--- config.mk ---
export PLATFORM = sky130hd
export DESIGN_NAME = vga_sig_gen
export DESIGN_NICKNAME = d
export VERILOG_FILES = /design/src/rtl/vga_pkg.sv /design/src/rtl/vga_counter.sv /design/src/rtl/vga_sig_gen.sv
export SDC_FILE = /design/constraint.sdc
export NUM_CORES = 1
export LEC_CHECK = 0
export BUFFER_PORTS_ARGS = -buffer_cell sky130_fd_sc_hd__buf_2
export CAP_MARGIN = 30
export CORE_MARGIN = 8
export CORE_UTILIZATION = 45
export DETAILED_ROUTE_END_ITERATION = 8
export GPL_TIMING_DRIVEN = 0
export PLACE_DENSITY = 0.74
export SYNTH_ARGS = -nofsm -noshare
export SYNTH_HDL_FRONTEND = slang
export SYNTH_HIERARCHICAL = 1
export SYNTH_SLANG_ARGS = --single-unit
--- constraint.sdc ---
create_clock -name CLK -period 4 [get_ports CLK]
set_input_delay 0.2 -clock CLK [delete_from_list [all_inputs] [get_ports CLK]]
set_output_delay 0.2 -clock CLK [all_outputs]
set_load 0.02 [all_outputs]
--- src/rtl/vga_pkg.sv ---
// Shared VGA timing constants, bus widths and the frame-buffer address mapping.
// Default timing is 640x480 @ 60 Hz with a 4:1 system-to-pixel clock ratio.
package vga_pkg;

    localparam int CLK_DIV_DEF = 4;
    localparam int H_VIS_DEF   = 640;
    localparam int H_FP_DEF    = 16;
    localparam int H_SYNC_DEF  = 96;
    localparam int H_BP_DEF    = 48;
    localparam int V_VIS_DEF   = 480;
    localparam int V_FP_DEF    = 10;
    localparam int V_SYNC_DEF  = 2;
    localparam int V_BP_DEF    = 33;

    localparam int H_TOTAL      = H_VIS_DEF + H_FP_DEF + H_SYNC_DEF + H_BP_DEF;
    localparam int V_TOTAL      = V_VIS_DEF + V_FP_DEF + V_SYNC_DEF + V_BP_DEF;
    localparam int H_SYNC_START = H_VIS_DEF + H_FP_DEF;
    localparam int H_SYNC_END   = H_SYNC_START + H_SYNC_DEF - 1;
    localparam int V_SYNC_START = V_VIS_DEF + V_FP_DEF;
    localparam int V_SYNC_END   = V_SYNC_START + V_SYNC_DEF - 1;

    localparam int ADDR_W   = 15;
    localparam int COLOUR_W = 8;
    localparam int CNT_W    = 10;

    typedef logic [ADDR_W-1:0]   addr_t;
    typedef logic [COLOUR_W-1:0] colour_t;
    typedef logic [CNT_W-1:0]    cnt_t;

    // {v[8:2], h[9:2]}: each buffer pixel covers a 4x4 block of screen pixels
    function automatic addr_t pixel_addr(cnt_t h, cnt_t v);
        return ({5'd0, v >> 2} << 8) | addr_t'(h >> 2);
    endfunction

endpackage

--- src/rtl/vga_counter.sv ---
// Wrap-around counter 0..MAX with enable; wrap flags the enabled terminal count.
// Used for the pixel divider and for the horizontal and vertical positions.
module vga_counter #(
    parameter int W   = 10,
    parameter int MAX = 799
) (
    input  logic         clk,
    input  logic         rst_n,
    input  logic         en,
    output logic [W-1:0] count,
    output logic         wrap
);

    assign wrap = en && (count == W'(MAX));

    always_ff @(posedge clk or negedge rst_n) begin
        if (!rst_n) begin
            count <= '0;
        end else if (wrap) begin
            count <= '0;
        end else if (en) begin
            count <= count + 1'b1;
        end
    end

endmodule

--- src/rtl/vga_sig_gen.sv ---
// VGA sync/colour generator reading a 1-bit frame buffer; one pixel period of
// latency from counters to pins, with sync and colour registered together.
module vga_sig_gen
    import vga_pkg::*;
#(
    parameter int CLK_DIV = CLK_DIV_DEF,
    parameter int H_VIS   = H_VIS_DEF,
    parameter int H_FP    = H_FP_DEF,
    parameter int H_SYNC  = H_SYNC_DEF,
    parameter int H_BP    = H_BP_DEF,
    parameter int V_VIS   = V_VIS_DEF,
    parameter int V_FP    = V_FP_DEF,
    parameter int V_SYNC  = V_SYNC_DEF,
    parameter int V_BP    = V_BP_DEF
) (
    input  logic                CLK,
    input  logic                RESET,
    input  logic [15:0]         CONFIG_COLOURS,
    output logic [ADDR_W-1:0]   DPR_ADDR,
    input  logic                DPR_DATA,
    output logic                VGA_HS,
    output logic                VGA_VS,
    output logic [COLOUR_W-1:0] VGA_COLOUR,
    output logic                FRAME_START
);

    localparam int H_TOT = H_VIS + H_FP + H_SYNC + H_BP;
    localparam int V_TOT = V_VIS + V_FP + V_SYNC + V_BP;
    localparam int H_SS  = H_VIS + H_FP;
    localparam int H_SE  = H_SS + H_SYNC;
    localparam int V_SS  = V_VIS + V_FP;
    localparam int V_SE  = V_SS + V_SYNC;
    localparam int DIV_W = (CLK_DIV > 1) ? $clog2(CLK_DIV) : 1;

    logic [DIV_W-1:0] div_count_unused;
    logic             pe;
    logic             h_wrap;
    logic             v_wrap;
    cnt_t             h_count;
    cnt_t             v_count;
    cnt_t             h_next;
    cnt_t             v_next;
    logic             de;
    logic             hs_raw;
    logic             vs_raw;

    vga_counter #(.W(DIV_W), .MAX(CLK_DIV - 1)) u_div (
        .clk(CLK), .rst_n(RESET), .en(1'b1), .count(div_count_unused), .wrap(pe)
    );

    vga_counter #(.W(CNT_W), .MAX(H_TOT - 1)) u_hcount (
        .clk(CLK), .rst_n(RESET), .en(pe), .count(h_count), .wrap(h_wrap)
    );

    // h_wrap already includes the pixel enable, so V steps once per line
    vga_counter #(.W(CNT_W), .MAX(V_TOT - 1)) u_vcount (
        .clk(CLK), .rst_n(RESET), .en(h_wrap), .count(v_count), .wrap(v_wrap)
    );

    always_comb begin
        h_next = h_wrap ? '0 : h_count + 1'b1;
        v_next = v_count;
        if (h_wrap) begin
            v_next = v_wrap ? '0 : v_count + 1'b1;
        end
        de     = (h_count < CNT_W'(H_VIS)) && (v_count < CNT_W'(V_VIS));
        hs_raw = !((h_count >= CNT_W'(H_SS)) && (h_count < CNT_W'(H_SE)));
        vs_raw = !((v_count >= CNT_W'(V_SS)) && (v_count < CNT_W'(V_SE)));
    end

    // The address is issued one PE ahead, so DPR_DATA here belongs to h_count/v_count
    always_ff @(posedge CLK or negedge RESET) begin
        if (!RESET) begin
            DPR_ADDR    <= '0;
            VGA_HS      <= 1'b1;
            VGA_VS      <= 1'b1;
            VGA_COLOUR  <= '0;
            FRAME_START <= 1'b0;
        end else begin
            FRAME_START <= v_wrap;
            if (pe) begin
                DPR_ADDR <= pixel_addr(h_next, v_next);
                VGA_HS   <= hs_raw;
                VGA_VS   <= vs_raw;
                if (!de) begin
                    VGA_COLOUR <= '0;
                end else if (DPR_DATA) begin
                    VGA_COLOUR <= CONFIG_COLOURS[15:8];
                end else begin
                    VGA_COLOUR <= CONFIG_COLOURS[7:0];
                end
            end
        end
    end

endmodule

==> results.py <==
metrics = {
    "status": {
        "outcome": "complete, no violations",
    },
    "timing": {
        "tightest_slew_ps": 589,
        "timing.slew.headroom_pct": 60.3,
        "rsz0062_at_grt": "false",
        "finalSetupViolCount": 0,
        "fin_worst_skew_ps": 8.61,
        "max_freq_ghz": 0.307,
        "fin_ws_ps": 745,
        "hold_violations": 0,
        "hold_ws_ps": 185,
        "fin_crit_sh_pct": 81.4,
        "maxSlewViolCount": 0,
        "fin_setup_tns_ps": 0,
        "post-route-min-period_ps": 3260,
    },
    "critical_path": {
        "critPathCaptureType": "register",
        "rrSetupSlack_ps": 740,
        "critical_path.cell_chain": "ha_1 -> and2_2 -> nand4_1 -> nor4_1 -> clkbuf_2 -> nand3_1 -> nor2_1 -> a21boi_1 -> a32oi_1 -> o211ai_1",
        "cp_slowest_cell": "nor4_1",
        "crit_buf_inv": 1,
        "cp.arrival_ps": 3430,
        "path_max_fanout": 9,
        "regToRegEndpoint": "DPR_ADDR[12]",
        "crit_type": "register to register",
        "crit_family": "simple AND/OR/NAND/NOR gates",
        "reg2reg_depth": 10,
        "start_kind": "register",
        "critPathMaxStageDelay_ps": 540,
        "worstPathRequired_ps": 4180,
        "rr_startpoint": "u_div/count[0]",
    },
    "power_and_ir_drop": {
        "powerDensity_nw_per_um2": 380,
        "finalPower_mw": 1.13,
        "peakVddDrop_uv": 205,
        "leakage_nw": 1.35,
    },
    "placed_design": {
        "gp_congestion": 0.826,
        "postPlaceCellArea_um2": 2890,
        "dp_slack_ps": 735,
        "port-buffer-count": 43,
        "dp_hpwl_mm": 4.19,
    },
    "route": {
        "drtIter0Drc": 89,
        "dr_wl_met2_mm": 2.61,
        "drc": 0,
        "dr.pass1.iters": 4,
        "vias_per_cell": 5.59,
        "drt-total-wl_mm": 5.67,
        "vias": 2126,
        "wl_per_cell_um": 14.9,
        "ant_nets": 0,
        "wl_met3_um": 411,
        "top_layer": "met4",
        "m1WireLength_mm": 2.57,
    },
    "finish": {
        "most-common-layout-cells": "46 x dfrtp_1, 45 x buf_2, 23 x nand2_1, 16 x nor2_1",
        "drive_gt1_share_pct": 20.1,
        "layout.nets": 331,
        "diodes": 0,
        "area_growth_pct": 16.7,
        "final_common_cell": "dfrtp_1",
        "stdcell_area_um2": 2980,
    },
    "synth": {
        "yosysTopAreaCell": "dfrtp_1",
        "yosysWarnings": 6,
        "synth_top_cell_area_share_pct": 45.1,
        "synthTopCellsByArea": "dfrtp_1 45%, mux2i_1 3.9%, o2bb2ai_1 3.8%",
        "synth-seq-cells": 48,
        "synthCells": 253,
        "synth_area_um2": 2550,
        "synth_ff_type": "dfrtp_1",
        "synth_async_sr_flop_share_pct": 100,
        "synth_cell_type_count": 54,
        "ys_seq_area_share_pct": 47.2,
        "synth_edf_count": 0,
        "avgSynthCellArea_um2": 10.1,
    },
    "clock_tree": {
        "clk_pin_slew_worst_paths_ps": 80,
        "h-tree-depth": 2,
        "cts_buffer_depth": 2,
        "root_buffer": "clkbuf_8",
        "cts_tree": "yes",
        "clock-sinks": 48,
        "numCtsBuffers": 5,
        "postCtsResizedCells": 0,
        "post-cts-setup-buffers": 0,
        "clk_latency_ps": 300,
    },
    "die": {
        "ioPinCount": 45,
        "die_x_um": 91.3,
        "core_um2": 5510,
        "start_util_pct": 46.3,
        "dieArea_um2": 8330,
        "row_count": 27,
        "dieHeight_um": 91.3,
    },
    "worst_hold_path": {
        "hold_path.class": "input port to register",
        "min_from": "CONFIG_COLOURS[1]",
        "holdPathStages": 3,
        "min_to": "VGA_COLOUR[1]",
    },
    "global_routing": {
        "antenna_found_initial": 0,
        "grt_pass1_wl_mm": 9.83,
        "gr-total-overflow": 0,
        "grt_pass1_vias": 2057,
        "grt_use_total_pct": 14.1,
        "grt_start_max_net_pins": 38,
    },
    "flow_run": {
        "maxCapViolCount": 0,
    },
}
area by class of cell:
| type | count | area [um^2] |
|---|---|---|
| inverter | 11 | 41.3 |
| multi-input combinational | 187 | 1270 |
| sequential | 48 | 1200 |
| clock inverter | 1 | 5.00 |
| tap | 72 | 90.1 |
| timing repair buffer | 46 | 250 |
| buffer | 9 | 43.8 |
| clock buffer | 6 | 72.6 |
| fill | 497 | 2530 |
registers in the layout (all words and copies together), names as in the netlist:
| register | count |
|---|---|
| FRAME_START | 1 |
| u_hcount/count | 10 |
| VGA_HS | 1 |
| u_vcount/count | 10 |
| DPR_ADDR | 15 |
| VGA_VS | 1 |
| VGA_COLOUR | 8 |
| u_div/count | 2 |
power breakdown:
group          switching [mW]  internal, mW  leakage, nW  total (mW)
registers              0.0598         0.540        0.626       0.600
clock network           0.152         0.119       0.0410       0.271
logic                   0.154         0.107        0.686       0.261
total                   0.366         0.766         1.35        1.13
synthesized netlist by cell type, types with 2 or more instances:
master and instances:
a211o_1 3, a21oi_1 7, a221o_1 2, a31oi_1 3, a32oi_1 3, and3_1 2
and4_1 3, and4bb_1 2, clkbuf_1 6, dfrtp_1 46, dfstp_2 2, ha_1 4
inv_1 11, mux2_2 2, mux2i_1 10, nand2_1 23, nand2b_1 2, nand3_1 10
nand3b_1 2, nand4_1 10, nor2_1 16, nor3_1 10, nor4_1 4, o211ai_1 8
o21ai_0 5, o2bb2ai_1 11, or3_1 4, or4_1 3, xnor2_1 8, xor2_1 7
metal layers:
layer | up-vias | GRT usage (%)
li1 | 1046 | -
met1 | 1025 | 17.5
met2 | 49 | 21.9
met3 | 6 | 5.10
met4 | 0 | 5.32
met5 | - | 0
worst register-to-register path: cells and delay by family, from the launching register on:
| family | cells | cell delay, ps |
|---|---|---|
| and+or+nand+nor | 5 | 1680 |
| buffers and inverters | 1 | 270 |
| DFF | 1 | 370 |
| AOI/OAI and AO/OA | 3 | 650 |
| adders and majority gates | 1 | 160 |
repair_timing:
action	in CTS	in global routing
hold buffers	1	0
setup endpoints to repair	0	0
endpoints found under the hold margin	10	0
logic make-up (layout without fill, tap and decap cells):
| logic type | count (synthesis) | count (layout) | share of synthesized area (%) |
|---|---|---|---|
| AO/OA/AOI/OAI | 53 | 53 | 15.7 |
| XOR/XNOR | 15 | 15 | 5.15 |
| adder cells (fa/ha/maj) | 4 | 4 | 1.96 |
| buffers and inverters | 20 | 73 | 3.34 |
| flip-flops | 48 | 48 | 47.2 |
| multiplexers | 12 | 12 | 4.81 |
| other | 1 | 3 | 0.147 |
| AND/OR/NAND/NOR | 100 | 100 | 21.7 |
stage by stage:
step | util (%) | instances
2_1_floorplan | - | 255
4_1_cts | 54.0 | 380
5_1_grt | 54.0 | 380
3_5_place_dp | 52.4 | 372
6_report | 54.0 | 380
3_3_place_gp | 52.0 | 370
worst max-delay path by stage:
| stage | startpoint | to | slack [ps] | cells past startpoint |
|---|---|---|---|---|
| after floorplan | u_div/count[0] | DPR_ADDR[12] | 880 | 10 |
| after global placement | u_div/count[0] | DPR_ADDR[13] | 80 | 10 |
| after detailed placement | u_div/count[0] | DPR_ADDR[13] | 740 | 10 |
| after CTS | u_div/count[0] | DPR_ADDR[12] | 690 | 10 |
| after global routing | u_div/count[0] | DPR_ADDR[13] | 240 | 10 |
| final | u_div/count[0] | DPR_ADDR[12] | 740 | 10 |
No activity file was read; power rests on OpenSTA's default activity.
